===== src/rtl/uart_tx_arbiter_if.sv =====
// Bus between the on-chip byte clients / uart_tx serializer side and the arbiter.
// The arbiter connects through the slave modport; the client/serializer side
// drives through the master modport.
interface uart_tx_arbiter_if #(
  parameter int NUM_REQ = 4,
  parameter int ID_W    = 2
);
  logic [NUM_REQ-1:0]   req_valid;
  logic [NUM_REQ*8-1:0] req_data;
  logic [NUM_REQ-1:0]   req_last;
  logic [NUM_REQ-1:0]   req_ready;
  logic [NUM_REQ-1:0]   req_done;
  logic [7:0]           uart_tx_data;
  logic                 uart_tx_valid;
  logic                 uart_tx_ready;
  logic                 uart_tx_ack;
  logic [ID_W-1:0]      grant_id;
  logic                 busy;
  logic                 err_timeout;

  modport master (
    output req_valid, req_data, req_last, uart_tx_ready, uart_tx_ack,
    input  req_ready, req_done, uart_tx_data, uart_tx_valid, grant_id, busy, err_timeout
  );

  modport slave (
    input  req_valid, req_data, req_last, uart_tx_ready, uart_tx_ack,
    output req_ready, req_done, uart_tx_data, uart_tx_valid, grant_id, busy, err_timeout
  );
endinterface


===== src/rtl/uart_tx_arbiter.sv =====
// Round-robin arbiter sharing one uart_tx serializer between NUM_REQ byte sources.
// One byte per grant; an ack watchdog aborts a byte if the serializer never acks.
// Optional packet lock: define UART_TX_ARB_LOCK_EN to keep the grant on one
// requester until a byte flagged req_last completes (or times out).
//
// state   | meaning
// S_ARB   | pick next requester, capture its byte
// S_ISSUE | uart_tx_valid pulse, watchdog cleared
// S_WAIT  | wait for uart_tx_ack or watchdog expiry
module uart_tx_arbiter #(
  parameter int NUM_REQ     = 4,
  parameter int ID_W        = 2,
  parameter int TIMEOUT_CYC = 100000
) (
  input  logic            clk,
  input  logic            rst_n,
  uart_tx_arbiter_if.slave arb_bus
);
  localparam int CNT_W = $clog2(TIMEOUT_CYC + 1);
  localparam logic [CNT_W-1:0] CNT_LAST = CNT_W'(TIMEOUT_CYC - 1);
  localparam logic [CNT_W-1:0] CNT_MAX  = '1;

  localparam logic [1:0] S_ARB   = 2'd0;
  localparam logic [1:0] S_ISSUE = 2'd1;
  localparam logic [1:0] S_WAIT  = 2'd2;

  logic [1:0]         r_state;
  logic [ID_W-1:0]    r_rr_last;
  logic [ID_W-1:0]    r_grant;
  logic [7:0]         r_tx_data;
  logic               r_tx_valid;
  logic [NUM_REQ-1:0] r_done;
  logic               r_err;
  logic [CNT_W-1:0]   r_cnt;

  logic [NUM_REQ-1:0] w_elig;
  logic               w_found_hi, w_found_lo, w_found, w_take;
  logic [ID_W-1:0]    w_gnt_hi, w_gnt_lo, w_gnt;
  logic [NUM_REQ-1:0] w_ready;
  logic [7:0]         w_data;
  logic               w_last;

`ifdef UART_TX_ARB_LOCK_EN
  logic               r_lock_active;
  logic [ID_W-1:0]    r_lock_id;
  logic               r_cur_last;

  // While a packet is open only its owner is eligible.
  always_comb begin
    w_elig = arb_bus.req_valid;
    if (r_lock_active) begin
      w_elig = '0;
      w_elig[r_lock_id] = arb_bus.req_valid[r_lock_id];
    end
  end
`else
  logic w_unused_last;
  assign w_unused_last = w_last;

  // Every pending requester is eligible; req_last has no meaning here.
  always_comb begin
    w_elig = arb_bus.req_valid;
  end
`endif

  // Round-robin pick: lowest index above rr_last, else lowest index at/below it.
  always_comb begin
    w_found_hi = 1'b0;
    w_found_lo = 1'b0;
    w_gnt_hi   = '0;
    w_gnt_lo   = '0;
    for (int i = NUM_REQ - 1; i >= 0; i--) begin
      if (w_elig[i]) begin
        if (i > int'(r_rr_last)) begin
          w_found_hi = 1'b1;
          w_gnt_hi   = ID_W'(i);
        end else begin
          w_found_lo = 1'b1;
          w_gnt_lo   = ID_W'(i);
        end
      end
    end
    w_found = w_found_hi | w_found_lo;
    w_gnt   = w_found_hi ? w_gnt_hi : w_gnt_lo;
    w_take  = (r_state == S_ARB) && arb_bus.uart_tx_ready && w_found;
  end

  // One-hot accept strobe plus the winning requester's byte and last flag.
  always_comb begin
    w_ready = '0;
    w_data  = '0;
    w_last  = 1'b0;
    if (w_take) w_ready[w_gnt] = 1'b1;
    for (int i = 0; i < NUM_REQ; i++) begin
      if (w_gnt == ID_W'(i)) begin
        w_data = arb_bus.req_data[i*8 +: 8];
        w_last = arb_bus.req_last[i];
      end
    end
  end

  // Arbitration FSM, registered serializer outputs and ack watchdog.
  always_ff @(posedge clk or negedge rst_n) begin
    if (!rst_n) begin
      r_state    <= S_ARB;
      r_rr_last  <= ID_W'(NUM_REQ - 1);
      r_grant    <= '0;
      r_tx_data  <= '0;
      r_tx_valid <= 1'b0;
      r_done     <= '0;
      r_err      <= 1'b0;
      r_cnt      <= '0;
`ifdef UART_TX_ARB_LOCK_EN
      r_lock_active <= 1'b0;
      r_lock_id     <= '0;
      r_cur_last    <= 1'b0;
`endif
    end else begin
      r_tx_valid <= 1'b0;
      r_done     <= '0;
      r_err      <= 1'b0;
      case (r_state)
        S_ARB: begin
          if (w_take) begin
            r_tx_data  <= w_data;
            r_grant    <= w_gnt;
            r_tx_valid <= 1'b1;
            r_state    <= S_ISSUE;
`ifdef UART_TX_ARB_LOCK_EN
            r_cur_last <= w_last;
`endif
          end
        end
        S_ISSUE: begin
          r_cnt   <= '0;
          r_state <= S_WAIT;
        end
        S_WAIT: begin
          if (arb_bus.uart_tx_ack) begin
            r_done[r_grant] <= 1'b1;
            r_rr_last       <= r_grant;
            r_state         <= S_ARB;
`ifdef UART_TX_ARB_LOCK_EN
            r_lock_active   <= ~r_cur_last;
            r_lock_id       <= r_grant;
`endif
          end else if (r_cnt == CNT_LAST) begin
            r_err     <= 1'b1;
            r_rr_last <= r_grant;
            r_state   <= S_ARB;
`ifdef UART_TX_ARB_LOCK_EN
            r_lock_active <= 1'b0;
`endif
          end else if (r_cnt != CNT_MAX) begin
            r_cnt <= r_cnt + 1'b1;
          end
        end
        default: r_state <= S_ARB;
      endcase
    end
  end

  assign arb_bus.req_ready     = w_ready;
  assign arb_bus.req_done      = r_done;
  assign arb_bus.uart_tx_data  = r_tx_data;
  assign arb_bus.uart_tx_valid = r_tx_valid;
  assign arb_bus.grant_id      = r_grant;
  assign arb_bus.busy          = (r_state != S_ARB);
  assign arb_bus.err_timeout   = r_err;
endmodule


===== src/flat_wrapper.sv =====
// flat-port wrapper written by rule: the top's interface ports become plain ports
module uart_tx_arbiter_flat 
#(
  parameter int NUM_REQ     = 4,
  parameter int ID_W        = 2,
  parameter int TIMEOUT_CYC = 100000
)
  (clk, rst_n, arb_bus_req_valid, arb_bus_req_data, arb_bus_req_last, arb_bus_uart_tx_ready, arb_bus_uart_tx_ack, arb_bus_req_ready, arb_bus_req_done, arb_bus_uart_tx_data, arb_bus_uart_tx_valid, arb_bus_grant_id, arb_bus_busy, arb_bus_err_timeout);
  uart_tx_arbiter_if #(.NUM_REQ(NUM_REQ), .ID_W(ID_W)) arb_bus_i ();
  input  logic clk;
  input  logic rst_n;
  input wire logic [$bits(arb_bus_i.req_valid)-1:0] arb_bus_req_valid;
  input wire logic [$bits(arb_bus_i.req_data)-1:0] arb_bus_req_data;
  input wire logic [$bits(arb_bus_i.req_last)-1:0] arb_bus_req_last;
  input wire logic [$bits(arb_bus_i.uart_tx_ready)-1:0] arb_bus_uart_tx_ready;
  input wire logic [$bits(arb_bus_i.uart_tx_ack)-1:0] arb_bus_uart_tx_ack;
  output wire logic [$bits(arb_bus_i.req_ready)-1:0] arb_bus_req_ready;
  output wire logic [$bits(arb_bus_i.req_done)-1:0] arb_bus_req_done;
  output wire logic [$bits(arb_bus_i.uart_tx_data)-1:0] arb_bus_uart_tx_data;
  output wire logic [$bits(arb_bus_i.uart_tx_valid)-1:0] arb_bus_uart_tx_valid;
  output wire logic [$bits(arb_bus_i.grant_id)-1:0] arb_bus_grant_id;
  output wire logic [$bits(arb_bus_i.busy)-1:0] arb_bus_busy;
  output wire logic [$bits(arb_bus_i.err_timeout)-1:0] arb_bus_err_timeout;
  assign arb_bus_i.req_valid = arb_bus_req_valid;
  assign arb_bus_i.req_data = arb_bus_req_data;
  assign arb_bus_i.req_last = arb_bus_req_last;
  assign arb_bus_i.uart_tx_ready = arb_bus_uart_tx_ready;
  assign arb_bus_i.uart_tx_ack = arb_bus_uart_tx_ack;
  assign arb_bus_req_ready = arb_bus_i.req_ready;
  assign arb_bus_req_done = arb_bus_i.req_done;
  assign arb_bus_uart_tx_data = arb_bus_i.uart_tx_data;
  assign arb_bus_uart_tx_valid = arb_bus_i.uart_tx_valid;
  assign arb_bus_grant_id = arb_bus_i.grant_id;
  assign arb_bus_busy = arb_bus_i.busy;
  assign arb_bus_err_timeout = arb_bus_i.err_timeout;
  uart_tx_arbiter #(.NUM_REQ(NUM_REQ), .ID_W(ID_W), .TIMEOUT_CYC(TIMEOUT_CYC)) u_core (.clk(clk), .rst_n(rst_n), .arb_bus(arb_bus_i));
endmodule

===== config.mk =====
export PLATFORM = sky130hd
export DESIGN_NAME = uart_tx_arbiter_flat
export DESIGN_NICKNAME = d
export VERILOG_FILES = /design/src/rtl/uart_tx_arbiter_if.sv /design/src/rtl/uart_tx_arbiter.sv /design/src/flat_wrapper.sv
export SDC_FILE = /design/constraint.sdc
export NUM_CORES = 1
export LEC_CHECK = 0
export CORE_ASPECT_RATIO = 1.1
export CORE_MARGIN = 1
export CORE_UTILIZATION = 51
export DETAILED_ROUTE_END_ITERATION = 6
export GPL_ROUTABILITY_DRIVEN = 0
export PLACE_DENSITY = 0.85
export SETUP_SLACK_MARGIN = 0.2
export SLEW_MARGIN = 20
export SYNTH_ARGS = -nofsm -noshare
export SYNTH_HDL_FRONTEND = slang
export SYNTH_SLANG_ARGS = --single-unit

===== constraint.sdc =====
create_clock -name clk -period 3.3 [get_ports clk]
set_input_delay 0.33 -clock clk [delete_from_list [all_inputs] [get_ports clk]]
set_output_delay 0.33 -clock clk [all_outputs]
set_load 0.05 [all_outputs]

==> results.md <==
- DR iter-0 viols: 206
- DRC Markers: 0
- Clock root buffer: clkbuf_8
- Hold Buf Count CTS: 0
- Chip height: 70.8 um
- Final #Nets: 334
- Layout cells sized above 1: 12.8%
- Setup slack, reg-to-reg: 0.86 ns
- # Max-Cap Violations: 0
- Detailed Route WL: 5300 um
- Vias in the first global route: 1,903
- CP required: 2.97 ns
- PnR worst setup slack: 0.325 ns
- Synth Register Bits: 37
- Antenna-violating nets left: 0
- Initial Util: 54.2%
- Crit path capture type: primary output
- Post-cts sizing count: 0
- Layout Utilization: 72.8%
- Place WS: 0.374 ns
- Distinct cell type count after synthesis: 55
- First-pass GRT wire length: 8850 um
- Final setup fails: 0
- Gate Count Post-Synth: 227
- Synth Cell Area: 2200 um^2
- Post-synthesis sequential area ratio: 42.3%
- Count of clock tree sinks: 37
- R2R Path End: u_core.r_cnt[14]
- Initial antenna violation count: 0
- Final hold vios: 0
- Global-route usage over all layers: 25.4%
- # diodes: 0
- Ranking of synthesized cells by area: dfrtp_1 40%, nor2_1 5.3%, xnor2_1 4.4%
- Post-layout minimum cycle time: 2.98 ns
- Crit-path max FO: 6
- Storage cell area: 928 um^2
- Status: complete, no violations
- Async S/R FF share, synth: 100%
- Reg clk slew, reported paths: 0.07 ns
- Warnings from Yosys: 0
- Mapped Nets: 273
- CTS Buf Count: 5
- Fillcell total: 297
- Worst skew pair latency: 0.29 ns
- Grt ovf: 0
- Reg2reg start: u_core.r_cnt[4]
- Slowest CP cell: clkdlybuf4s50_1
- Largest net degree at the start of global routing: 38
- Synth area leader: dfrtp_1
- Final non-filler cell total: 341
- Area of the core: 4050 um^2
- Ports: 65
- Hold/Removal Path Class: in -> async
- Vias: 1,995
- Postcts setup bufs: 0
- CP Cell Sequence: clkdlybuf4s50_1 -> or2b_1 -> o21ai_0 -> o21ai_0 -> nor2_1 -> clkdlybuf4s50_1
- Syn_area_per_cell: 9.67 um^2
- Top cell type's share of synthesized area: 39.9%
- Crit path DAT: 2.65 ns
- Drt pass-1 iters: 4
- Placed Instances: 333
- Port buffer count: 60
- PwrDens: 729 nW/um^2
- Via/cell ratio: 5.85
- H-tree depth: 2
- Worst Skew: 0.00746 ns
- Dpl hpwl: 3940 um
- Max-slew violations: 0
- Footprint of the multi-input gates: 1200 um^2
- CP startpoint kind: primary input
- Top FF cell, synth: dfrtp_1
- WL/cell: 15.5 um
- Fmax: 336 MHz
- Area of the die: 4570 um^2
- Power Total: 0.00215 W
- Longest Clk Path Bufs: 2
- Tcrit/Tclk final: 90.2%
- Critical path class: in -> out
- TNS Setup: 0 ns
- Worst slew pin tran: 0.806 ns
- Width of the die: 64.6 um
- Kind of cell adding the most delay to the critical path: buffers and inverters
- CTS tree: done
- Layout Area Growth over Synthesis: 34.4%
- RSZ-0062 raised after global routing: false
- R2R cell count: 10
- Post-synth EDFFs: 0
- VDD IR-drop max: 602 uV
- CP max stage delay: 0.82 ns
- Slew headroom: 46.3%
- Row count: 24
- Buf+Inv Stages, Crit Path: 2
- Leakage: 1.25 nW
-- area by class of cell --
class,count,share of cell area [%]
clock inverter,3,2.21
inverter,6,0.763
clock buffer,5,2.33
sequential,37,31.5
tap,52,2.21
timing repair buffer,62,20.4
multi-input combinational,176,40.6
-- per-stage QoR --
step           hold WS (ns)  instance area, um^2
2_1_floorplan        0.0344                 2200
3_5_place_dp          0.469                 2810
6_report              0.126                 2950
5_1_grt               0.199                 2950
3_3_place_gp          0.463                 2810
4_1_cts               0.151                 2950
-- how the worst max path moves through the flow --
stage | end | start | slack (ns) | cells after the start
floorplan | arb_bus_req_ready[2] | u_core.r_state[0] | 0.75 | 5
global placement | arb_bus_req_ready[0] | arb_bus_req_valid[1] | 0.40 | 6
detailed placement | arb_bus_req_ready[0] | arb_bus_req_valid[1] | 0.37 | 6
CTS | arb_bus_req_ready[0] | u_core.r_state[1] | 0.26 | 6
global route | arb_bus_req_ready[0] | arb_bus_req_valid[1] | 0.20 | 6
finish | arb_bus_req_ready[0] | arb_bus_req_valid[1] | 0.32 | 6
-- metal layers --
layer | vias to the layer above | wire, um | global-route usage [%]
li1 | 964 | - | -
met1 | 961 | 2330 | 33.0
met5 | - | 0 | 0
met3 | 9 | 235 | 5.00
met2 | 61 | 2610 | 40.9
met4 | 0 | 124 | 11.1
-- cells by family (layout without fill, tap and decap cells) --
family	count (synthesis)	count (layout)	share of synthesized area, %
adders and majority gates	2	2	1.14
buffers and inverters	14	76	3.30
AOI/OAI and AO/OA	44	44	15.5
xor gates and xnor gates	11	11	4.39
DFF	37	37	42.3
muxes	11	11	5.81
and+or+nand+nor	108	108	27.6
-- sequential cells by signal, indices dropped and copies added, names as in the netlist --
register                      count
u_core.arb_bus.req_done           4
u_core.r_state                    2
u_core.arb_bus.grant_id           2
u_core.r_cnt                     17
u_core.arb_bus.uart_tx_valid      1
u_core.arb_bus.uart_tx_data       8
u_core.arb_bus.err_timeout        1
u_core.r_rr_last                  2
-- cell usage in the layout (no fill, tap or decap), types with 4 or more instances in the layout --
cell type / count
nor2_1: 30
nand4_1: 9
o21ai_0: 6
a211oi_1: 4
nand2_1: 12
mux2_2: 6
buf_4: 5
dfrtp_1: 35
a21oi_1: 7
nor3_1: 10
clkdlybuf4s50_1: 56
clkbuf_8: 5
nand3_1: 8
xnor2_1: 11
o31ai_1: 5
inv_1: 5
a221o_1: 5
and3_1: 4
nor3b_1: 4
nor2b_1: 7
-- power breakdown --
part	internal, W	switching [W]	leakage [nW]	total, W
Clock	0.000300	0.000165	0.0681	0.000466
Sequential	0.000564	0.000112	0.485	0.000676
Combinational	0.000379	0.000632	0.698	0.00101
-- cells in the mapped netlist (all sizes together) (4+ instances only) --
| cell type | number |
|---|---|
| clkbuf | 4 |
| nand3 | 9 |
| nor3b | 4 |
| dfrtp | 35 |
| nand2 | 12 |
| xnor2 | 11 |
| buf | 4 |
| a221o | 5 |
| o21ai | 7 |
| nor2b | 8 |
| o31ai | 5 |
| inv | 6 |
| and3 | 4 |
| a21oi | 7 |
| nor2 | 31 |
| nand4 | 9 |
| and4 | 6 |
| a211oi | 4 |
| nor3 | 10 |
| mux2 | 8 |
No activity file was read; power rests on OpenSTA's default activity.
